<file path="config.mk">
export PLATFORM = sky130hd
export DESIGN_NAME = cacheline_adaptor_flat
export DESIGN_NICKNAME = d
export VERILOG_FILES = /design/src/rtl/cacheline_adaptor_pkg.sv /design/src/rtl/cacheline_adaptor_if.sv /design/src/rtl/cacheline_adaptor.sv /design/src/flat_wrapper.sv
export SDC_FILE = /design/constraint.sdc
export NUM_CORES = 1
export LEC_CHECK = 0
export CAP_MARGIN = 0
export CORE_AREA = 2 2 275 277
export CTS_CLUSTER_DIAMETER = 120
export CTS_CLUSTER_SIZE = 10
export DETAILED_ROUTE_END_ITERATION = 6
export DIE_AREA = 0 0 277 279
export PLACE_DENSITY = 0.65
export SLEW_MARGIN = 25
export SYNTH_ARGS = -nofsm -noshare
export SYNTH_HDL_FRONTEND = slang
export SYNTH_SLANG_ARGS = --single-unit
</file>
<file path="constraint.sdc">
create_clock -name clk -period 3.55 [get_ports clk]
set_input_delay 0.71 -clock clk [delete_from_list [all_inputs] [get_ports clk]]
set_output_delay 0.71 -clock clk [all_outputs]
set_load 0.01 [all_outputs]
</file>
<file path="src/rtl/cacheline_adaptor_pkg.sv">
// Shared types and default geometry for the cache-line <-> memory-burst adaptor.
package cacheline_adaptor_pkg;

  localparam int CLA_LINE_W  = 256;
  localparam int CLA_BURST_W = 64;
  localparam int CLA_ADDR_W  = 32;

  localparam int BEATS      = CLA_LINE_W / CLA_BURST_W;
  localparam int BEAT_IDX_W = (BEATS > 1) ? $clog2(BEATS) : 1;

  typedef enum logic [1:0] {
    IDLE = 2'd0,
    RD   = 2'd1,
    WR   = 2'd2,
    DONE = 2'd3
  } cla_state_e;

endpackage

</file>
<file path="src/rtl/cacheline_adaptor_if.sv">
// Cache-side line port and memory-side burst port; _i/_o suffixes are as seen by the adaptor.
interface cla_cache_if #(
  parameter int LINE_W = cacheline_adaptor_pkg::CLA_LINE_W,
  parameter int ADDR_W = cacheline_adaptor_pkg::CLA_ADDR_W
) ();

  logic [LINE_W-1:0] line_i;
  logic [LINE_W-1:0] line_o;
  logic [ADDR_W-1:0] address_i;
  logic              read_i;
  logic              write_i;
  logic              resp_o;

  modport master (
    output line_i, address_i, read_i, write_i,
    input  line_o, resp_o
  );

  modport slave (
    input  line_i, address_i, read_i, write_i,
    output line_o, resp_o
  );

endinterface

interface cla_mem_if #(
  parameter int BURST_W = cacheline_adaptor_pkg::CLA_BURST_W,
  parameter int ADDR_W  = cacheline_adaptor_pkg::CLA_ADDR_W
) ();

  logic [BURST_W-1:0] burst_i;
  logic [BURST_W-1:0] burst_o;
  logic [ADDR_W-1:0]  address_o;
  logic               read_o;
  logic               write_o;
  logic               resp_i;

  modport master (
    input  burst_i, resp_i,
    output burst_o, address_o, read_o, write_o
  );

  modport slave (
    output burst_i, resp_i,
    input  burst_o, address_o, read_o, write_o
  );

endinterface

</file>
<file path="src/rtl/cacheline_adaptor.sv">
// Splits a cache line into BEATS memory beats and reassembles reads; request-to-burst 1 cycle,
// last-beat-to-resp_o 1 cycle, resp_i low stalls indefinitely. SVA under CACHELINE_ADAPTOR_ASSERT_EN.
module cacheline_adaptor #(
  parameter int LINE_W  = cacheline_adaptor_pkg::CLA_LINE_W,
  parameter int BURST_W = cacheline_adaptor_pkg::CLA_BURST_W,
  parameter int ADDR_W  = cacheline_adaptor_pkg::CLA_ADDR_W
) (
  input  logic        clk,
  input  logic        rst,
  cla_cache_if.slave  cache,
  cla_mem_if.master   mem
);

  import cacheline_adaptor_pkg::*;

  localparam int NBEATS = LINE_W / BURST_W;
  localparam int IDX_W  = (NBEATS > 1) ? $clog2(NBEATS) : 1;
  localparam int OFF_W  = $clog2(LINE_W / 8);
  localparam logic [IDX_W-1:0] LAST_IDX = IDX_W'(NBEATS - 1);

  cla_state_e        state_q, state_d;
  logic [IDX_W-1:0]  cnt_q, cnt_d;
  logic [LINE_W-1:0] buf_q, buf_d;
  logic [LINE_W-1:0] line_q, line_d;
  logic [ADDR_W-1:0] addr_q, addr_d;
  logic              last_beat;

  assign last_beat = mem.resp_i && (cnt_q == LAST_IDX);

  always_ff @(posedge clk or negedge rst) begin
    if (!rst) begin
      state_q <= IDLE;
      cnt_q   <= '0;
      buf_q   <= '0;
      line_q  <= '0;
      addr_q  <= '0;
    end else begin
      state_q <= state_d;
      cnt_q   <= cnt_d;
      buf_q   <= buf_d;
      line_q  <= line_d;
      addr_q  <= addr_d;
    end
  end

  always_comb begin
    state_d = state_q;
    cnt_d   = cnt_q;
    buf_d   = buf_q;
    line_d  = line_q;
    addr_d  = addr_q;
    unique case (state_q)
      IDLE: begin
        cnt_d = '0;
        // Read has priority when both requests are raised together.
        if (cache.read_i) begin
          addr_d  = {cache.address_i[ADDR_W-1:OFF_W], {OFF_W{1'b0}}};
          state_d = RD;
        end else if (cache.write_i) begin
          addr_d  = {cache.address_i[ADDR_W-1:OFF_W], {OFF_W{1'b0}}};
          buf_d   = cache.line_i;
          state_d = WR;
        end
      end
      RD: begin
        if (mem.resp_i) begin
          buf_d[cnt_q*BURST_W +: BURST_W] = mem.burst_i;
          cnt_d = cnt_q + 1'b1;
          if (last_beat) begin
            line_d  = buf_d;
            state_d = DONE;
          end
        end
      end
      WR: begin
        if (mem.resp_i) begin
          cnt_d = cnt_q + 1'b1;
          if (last_beat) begin
            state_d = DONE;
          end
        end
      end
      DONE: begin
        cnt_d   = '0;
        state_d = IDLE;
      end
    endcase
  end

  assign mem.read_o    = (state_q == RD);
  assign mem.write_o   = (state_q == WR);
  assign mem.address_o = addr_q;
  assign mem.burst_o   = (state_q == WR) ? buf_q[cnt_q*BURST_W +: BURST_W] : '0;
  assign cache.resp_o  = (state_q == DONE);
  assign cache.line_o  = line_q;

`ifdef CACHELINE_ADAPTOR_ASSERT_EN
  a_no_resp_in_idle: assert property (@(posedge clk) disable iff (!rst)
    (state_q == IDLE) |-> !mem.resp_i);
  a_rw_exclusive: assert property (@(posedge clk) disable iff (!rst)
    !(cache.read_i && cache.write_i));
  a_addr_stable: assert property (@(posedge clk) disable iff (!rst)
    (cache.read_i || cache.write_i) |=> (!(cache.read_i || cache.write_i) || $stable(cache.address_i)));
  a_resp_single: assert property (@(posedge clk) disable iff (!rst)
    cache.resp_o |=> !cache.resp_o);
`else
  // Assertions compiled out; datapath and FSM are unchanged.
`endif

endmodule

</file>
<file path="src/flat_wrapper.sv">
// flat-port wrapper written by rule: the top's interface ports become plain ports
module cacheline_adaptor_flat import cacheline_adaptor_pkg::*;
#(
  parameter int LINE_W  = cacheline_adaptor_pkg::CLA_LINE_W,
  parameter int BURST_W = cacheline_adaptor_pkg::CLA_BURST_W,
  parameter int ADDR_W  = cacheline_adaptor_pkg::CLA_ADDR_W
)
  (clk, rst, cache_line_i, cache_address_i, cache_read_i, cache_write_i, cache_line_o, cache_resp_o, mem_burst_i, mem_resp_i, mem_burst_o, mem_address_o, mem_read_o, mem_write_o);
  cla_cache_if #(.LINE_W(LINE_W), .ADDR_W(ADDR_W)) cache_i ();
  cla_mem_if #(.BURST_W(BURST_W), .ADDR_W(ADDR_W)) mem_i ();
  input  logic clk;
  input  logic rst;
  input wire logic [$bits(cache_i.line_i)-1:0] cache_line_i;
  input wire logic [$bits(cache_i.address_i)-1:0] cache_address_i;
  input wire logic [$bits(cache_i.read_i)-1:0] cache_read_i;
  input wire logic [$bits(cache_i.write_i)-1:0] cache_write_i;
  output wire logic [$bits(cache_i.line_o)-1:0] cache_line_o;
  output wire logic [$bits(cache_i.resp_o)-1:0] cache_resp_o;
  input wire logic [$bits(mem_i.burst_i)-1:0] mem_burst_i;
  input wire logic [$bits(mem_i.resp_i)-1:0] mem_resp_i;
  output wire logic [$bits(mem_i.burst_o)-1:0] mem_burst_o;
  output wire logic [$bits(mem_i.address_o)-1:0] mem_address_o;
  output wire logic [$bits(mem_i.read_o)-1:0] mem_read_o;
  output wire logic [$bits(mem_i.write_o)-1:0] mem_write_o;
  assign cache_i.line_i = cache_line_i;
  assign cache_i.address_i = cache_address_i;
  assign cache_i.read_i = cache_read_i;
  assign cache_i.write_i = cache_write_i;
  assign cache_line_o = cache_i.line_o;
  assign cache_resp_o = cache_i.resp_o;
  assign mem_i.burst_i = mem_burst_i;
  assign mem_i.resp_i = mem_resp_i;
  assign mem_burst_o = mem_i.burst_o;
  assign mem_address_o = mem_i.address_o;
  assign mem_read_o = mem_i.read_o;
  assign mem_write_o = mem_i.write_o;
  cacheline_adaptor #(.LINE_W(LINE_W), .BURST_W(BURST_W), .ADDR_W(ADDR_W)) u_core (.clk(clk), .rst(rst), .cache(cache_i), .mem(mem_i));
endmodule
</file>
==> results of run 1 <==
-- path summary, 6_finish.rpt --
path / startpoint / end / slack [ns] / cells past startpoint
max: u_core.cnt_q[0]$_DFFE_PN0P_ / mem_burst_o[62] / 0.16 / 5
min: rst / u_core.cache.line_o[107]$_DFFE_PN0P_ / 0.06 / 1
max reg2reg: u_core.cnt_q[0]$_DFFE_PN0P_ / u_core.buf_q[13]$_DFFE_PN0P_ / 0.63 / 8
min reg2reg: u_core.cache.line_o[251]$_DFFE_PN0P_ / u_core.cache.line_o[251]$_DFFE_PN0P_ / 0.46 / 2
max in group asynchronous: rst / u_core.buf_q[108]$_DFFE_PN0P_ / 2.63 / 2
min in group clk: u_core.cache.line_o[251]$_DFFE_PN0P_ / u_core.cache.line_o[251]$_DFFE_PN0P_ / 0.46 / 2
-- placed cells by master (no fill, tap or decap), types with 86 or more instances in the layout --
| cell | synthesis | routed |
|---|---|---|
| a211oi_1 | 86 | 86 |
| a21o_1 | 97 | 96 |
| a21oi_1 | 104 | 104 |
| a31oi_1 | 89 | 89 |
| clkdlybuf4s50_1 | 0 | 700 |
| dfrtp_1 | 543 | 541 |
| nand2_1 | 493 | 493 |
| nor2_1 | 93 | 92 |
| nor2b_1 | 190 | 190 |
| o211ai_1 | 103 | 103 |
| o21ai_0 | 107 | 107 |
| o21ai_1 | 93 | 92 |
-- kinds of logic after synthesis --
kind of cell             Yosys count  synth area share [%]
AO/OA/AOI/OAI                    774                  19.6
XOR/XNOR                           1                0.0334
adder cells (fa/ha/maj)            9                 0.430
buffers and inverters            301                  5.09
flip-flops                       543                  51.9
multiplexers                      95                  6.82
other                              1                0.0143
AND/OR/NAND/NOR                  909                  16.1
-- critical path: cells and delay by family, from the launching register on --
kind | cells | cell delay (ns)
muxes | 1 | 0.52
and+or+nand+nor | 1 | 0.17
DFF | 1 | 0.45
buffers and inverters | 3 | 0.88
-- stage by stage --
step | hold slack [ns] | utilization [%] | total power (W)
6_report | 0.0565 | 48.9 | 0.0287
5_1_grt | 0.0616 | 48.9 | 0.0303
4_1_cts | 0.0551 | 48.9 | 0.0288
3_5_place_dp | 0.456 | 46.7 | 0.0231
3_3_place_gp | 0.450 | 46.7 | 0.0229
2_1_floorplan | 0.414 | - | 0.0171
-- cells in the mapped netlist, types with 2 or more instances --
master / instances / share of area, %
buf_1: 3 / 0.043
a211oi_1: 86 / 2.5
a211o_1: 2 / 0.067
nor2_1: 93 / 1.3
nand3_1: 43 / 0.82
a21o_1: 97 / 2.8
inv_1: 62 / 0.89
o21ai_1: 93 / 1.8
nand4_1: 2 / 0.048
nor2b_1: 190 / 4.5
a31oi_1: 89 / 2.1
a21oi_1: 104 / 2.0
a22o_1: 22 / 0.74
nand2b_1: 10 / 0.24
o21ai_0: 107 / 2.0
mux2_2: 28 / 1.2
a22oi_1: 3 / 0.086
and3_1: 3 / 0.072
and2_1: 64 / 1.5
a32oi_1: 8 / 0.27
mux2i_1: 3 / 0.11
clkbuf_1: 143 / 2.0
buf_6: 6 / 0.26
ha_1: 9 / 0.43
mux4_2: 64 / 5.5
and3b_1: 3 / 0.10
o211ai_1: 103 / 3.0
dfrtp_1: 543 / 52
buf_4: 20 / 0.57
nand2_1: 493 / 7.1
buf_2: 67 / 1.3
a222oi_1: 55 / 2.1
-- metal layers --
layer / share of wire [%] / GRT usage, % / vias up
met5: 0.088 / 0 / -
met2: 48 / 44.0 / 1069
met1: 41 / 34.9 / 11800
li1: - / - / 10500
met4: 3.5 / 10.2 / 14
met3: 7.9 / 6.50 / 200
-- state kept, by name, summed over array words and instances (netlist names) --
name and flops:
u_core.buf_q 256, u_core.cache.line_o 256, u_core.cnt_q 2, u_core.mem.address_o 27, u_core.state_q 2
-- final cells by class --
cell class / count / area [sq um]
clock buffer: 62 / 1530
sequential: 543 / 13600
clock inverter: 4 / 52.6
timing repair buffer: 794 / 8130
antenna: 9 / 22.5
inverter: 62 / 233
tap: 969 / 1210
fill: 6927 / 37900
multi-input combinational: 1793 / 11400
-- power groups by stage --
stage | clock [W] | sequential (W) | combinational, W
after CTS | 0.00568 | 0.00949 | 0.0136
final | 0.00556 | 0.00953 | 0.0136
after global placement | 0 | 0.00955 | 0.0133
after floorplan | 0 | 0.00943 | 0.00764
after global routing | 0.00590 | 0.00975 | 0.0146
after detailed placement | 0 | 0.00961 | 0.0135
==> flow_summary.json, run 1 <==
{
  "status": "complete, but fails checks",
  "violations": "design-rule violations",
  "vias": 23600,
  "wl_per_cell_um": 25.1,
  "grt_max_degree": 112,
  "core_region_area_sq_mm": 0.0741,
  "synth_cell_types": 47,
  "first_global_vias": 23600,
  "peakVddDrop_v": 0.000451,
  "worst_slack_ns": 0.158,
  "timing.setup.tns_ns": 0,
  "worst_slew_pin_slew_ns": 0.742,
  "synth_seq_area_share_pct": 51.9,
  "cpMaxStageDelayCell": "clkdlybuf4s50_1",
  "p_seq_share_pct": 33.2,
  "start_util_pct": 35.4,
  "cts_buffer_depth": 3,
  "drc": 6,
  "powerDensity_mw_per_mm2": 792,
  "synth-seq-cells": 543,
  "chipWidth_um": 277,
  "cts_setup_buffers": 2,
  "tritoncts": "done",
  "placed_area_sq_mm": 0.0346,
  "max_stage_delay_ns": 0.53,
  "hold_violations": 0,
  "p_sw_w": 0.0112,
  "drt_wl_total_um": 106000,
  "worstPathCellList": "buf_12 -> buf_12 -> mux4_2 -> and2_1 -> clkdlybuf4s50_1",
  "hp-class": "input pin to asynchronous set/reset pin",
  "clkTransAtPathRegs_ns": 0.07,
  "grt_setup_unrepaired": "no",
  "first_pass_iters": 7,
  "io_buffers": 701,
  "max_clock_freq_mhz": 295,
  "io_pins": 712,
  "place.gp.congestion": 0.865,
  "ctsHoldBuffers": 0,
  "worst_setup_path_start_kind": "flip-flop",
  "syn_inst": 2633,
  "switching_share_pct": 39.2,
  "clock-sinks": 543,
  "grt_pass1_wl_um": 158000,
  "relSlewSlack_pct": 50.3,
  "arrival_ns": 2.68,
  "power_frac_clock_pct": 19.4,
  "finalNetCount": 3620,
  "post_drt_via_cell_ratio": 5.58,
  "setup.worst_path.end_class": "output pin",
  "clkLatencyLatePin_ns": 0.63,
  "place_ws_ns": 0.482,
  "synth_top_flop_cell": "dfrtp_1",
  "avgSynthCellArea_sq_um": 9.95,
  "slew_viol_final": 0,
  "syn_area_sq_mm": 0.0262,
  "cp.required_ns": 2.84,
  "cts_root_buf": "clkbuf_16",
  "cp_common_cell": "buf_12",
  "area_growth_pct": 38.2,
  "fin_crit_ns": 3.39,
  "final_layout_size_suffix_gt1_share_pct": 8.47,
  "cap_violations": 0,
  "p_int_w": 0.0175,
  "cts.htree.levels": 2,
  "grt_antenna_before_repair": 14,
  "skew_ns": 0.0264,
  "dp_cells": 4159,
  "post_cts_resized": 0,
  "track_usage_pct": 27.0,
  "async_flop_share_pct": 100,
  "fin_area_sq_mm": 0.0362,
  "drt_iter0_drc": 2220,
  "stdcell_count": 4236,
  "dieArea_sq_mm": 0.0773,
  "crit_path_max_fanout": 23,
  "final.period_utilization_pct": 95.6,
  "hpwl_um": 73600,
  "rows": 100,
  "setup_violations": 0,
  "leakagePower_nw": 15.7,
  "path_class": "flip-flop to output pin",
  "yosysWarningCount": 0,
  "share_comb_of_total_power_pct": 47.4,
  "synth_edf_count": 0,
  "ant_nets": 0,
  "grt_overflow": 0,
  "die_y_um": 279,
  "cts_buffers": 60
}
Note: power is estimated with default switching activity, not from simulation.
==> inputs of run 2 (changes only) <==
- DONT_BUFFER_PORTS: not set -> 1
- PLACE_DENSITY: 0.65 -> 0.52
==> run 2 against run 1 <==
Compared with the run above:
- the flow finishes with violations (design-rule violations, negative hold slack, max-slew violations)
- clock skew is 0.011 ns lower
- die area did not move
- core utilization down 9.9 points
- cell area down 20%
- combinational power shrank 22%
- first-iteration DRC count up 2.2%
- routed wire length down 4.4%
- sequential share of layout area is 9.5 points higher
- register-to-register slack got worse by 0.14 ns
- via count fell by 11%
- worst hold slack lost 0.27 ns
- global-route usage down 1.3 points
- critical path type unchanged
- critical endpoint is now mem_read_o
- largest power group unchanged
==> flow_summary.json, run 2 (same netlist as run 1, synthesis figures left out) <==
{
  "io_buffers": 0,
  "crit_buf_inv": 2,
  "timing.setup.tns_ns": 0,
  "powerDensity_mw_per_mm2": 912,
  "chipWidth_um": 277,
  "holdWs_ns": -0.214,
  "grt_setup_unrepaired": "no",
  "grt_max_degree": 544,
  "multiInputGateArea_sq_mm": 0.0114,
  "grt_antenna_before_repair": 8,
  "clkLatencyLatePin_ns": 0.63,
  "setup.worst_path.end_class": "output pin",
  "reg2reg_from": "u_core.state_q[1]$_DFFE_PN0P_",
  "worst_setup_path_start_kind": "flip-flop",
  "leakagePower_nw": 12.9,
  "die_y_um": 279,
  "slew_viol_final": 316,
  "drc": 4,
  "vias": 21000,
  "drt_iter0_drc": 2269,
  "cts.htree.levels": 2,
  "first_global_vias": 21500,
  "cp-startpoint": "u_core.state_q[1]$_DFFE_PN0P_",
  "grt_pass1_wl_um": 150000,
  "cts_buffer_depth": 3,
  "peakVddDrop_v": 0.000530,
  "finalNetCount": 2886,
  "core_region_area_sq_mm": 0.0741,
  "setup_violations": 0,
  "rows": 100,
  "hp-class": "input pin to asynchronous set/reset pin",
  "final.period_utilization_pct": 90.6,
  "fillers": 7316,
  "cp.required_ns": 2.84,
  "wl_per_cell_um": 29.1,
  "cpMaxStageDelayCell": "buf_4",
  "status": "complete, but fails checks",
  "grt_overflow": 0,
  "arrival_ns": 2.51,
  "place_ws_ns": 0.558,
  "worstPathCellList": "inv_1 -> ha_4 -> buf_4",
  "hold_violations": 34,
  "worst_slew_pin_slew_ns": 2.91,
  "skew_ns": 0.0156,
  "stdcell_count": 3500,
  "first_pass_iters": 7,
  "place.gp.congestion": 0.876,
  "cap_violations": 0,
  "cts_setup_buffers": 0,
  "path_class": "flip-flop to output pin",
  "post_cts_resized": 0,
  "final_common_cell": "dfrtp_1",
  "final_cell_mix": "541 x dfrtp_1, 493 x nand2_1, 190 x nor2b_1",
  "clock-sinks": 543,
  "hpwl_um": 66600,
  "final_layout_size_suffix_gt1_share_pct": 9.63,
  "clkTransAtPathRegs_ns": 0.06,
  "area_growth_pct": 10.2,
  "violations": "design-rule violations, negative hold slack, max-slew violations",
  "io_pins": 712,
  "start_util_pct": 35.4,
  "seqCellArea_sq_mm": 0.0136,
  "post_drt_via_cell_ratio": 6.00,
  "worst_slack_ns": 0.333,
  "ant_nets": 0,
  "crit_path_max_fanout": 59,
  "dieArea_sq_mm": 0.0773,
  "relSlewSlack_pct": -94.3,
  "cpLargestDelayFamily": "buffers and inverters",
  "track_usage_pct": 25.7,
  "fin_crit_ns": 3.22,
  "cts_root_buf": "clkbuf_16",
  "drt_wl_total_um": 102000,
  "dp_cells": 3426,
  "max_stage_delay_ns": 0.68,
  "max_clock_freq_mhz": 311,
  "tritoncts": "done",
  "cts_buffers": 61
}
## run 2: changes by cell type in the layout (fill, tap and decap cells not counted), moves of 2 or more
cell and change:
clkdlybuf4s50_1 -700, diode_2 -2, buf_4 -27, clkbuf_16 +2, buf_12 -7
## run 2: routing by layer
metal	global-route usage (%)	vias to the layer above	share of wire [%]
li1	-	9081	-
met1	32.1	10700	39
met2	42.5	982	48
met3	7.27	189	9.1
met4	9.23	2	3.3
met5	0	-	0.016
## run 2: where the power goes
group / switching (W) / internal [W]
Clock: 0.00253 / 0.00311
Sequential: 0.00193 / 0.00818
Combinational: 0.00637 / 0.00424
Total: 0.0108 / 0.0155
## run 2: final cells by class
type	instances	share of cell area [%]
clock buffers	64	5.51
repair buffers	59	2.66
well taps	969	4.20
multi-input cells	1793	39.6
inverters	62	0.806
flip-flops and latches	543	47.1
clock inverters	3	0.0910
diodes	7	0.0606
## run 2: metrics by stage
stage / utilization [%] / cell area (sq um) / power, W
after floorplan: - / 26200 / 0.0171
after global placement: 36.8 / 27300 / 0.0205
after global routing: 39.0 / 28900 / 0.0278
after detailed placement: 36.8 / 27300 / 0.0208
after CTS: 39.0 / 28900 / 0.0265
final: 39.0 / 28900 / 0.0264
## run 2: final timing paths
check                                           endpoint  slack (ns)  depth (start not counted)
setup / recovery                              mem_read_o        0.33                          3
hold / removal              u_core.buf_q[39]$_DFFE_PN0P_       -0.21                          0
setup reg to reg           u_core.buf_q[154]$_DFFE_PN0P_        0.49                          5
hold reg to reg             u_core.buf_q[74]$_DFFE_PN0P_        0.49                          1
max in group asynchronous    u_core.cnt_q[0]$_DFFE_PN0P_        1.16                          0
min in group clk           u_core.buf_q[220]$_DFFE_PN0P_        0.21                          2
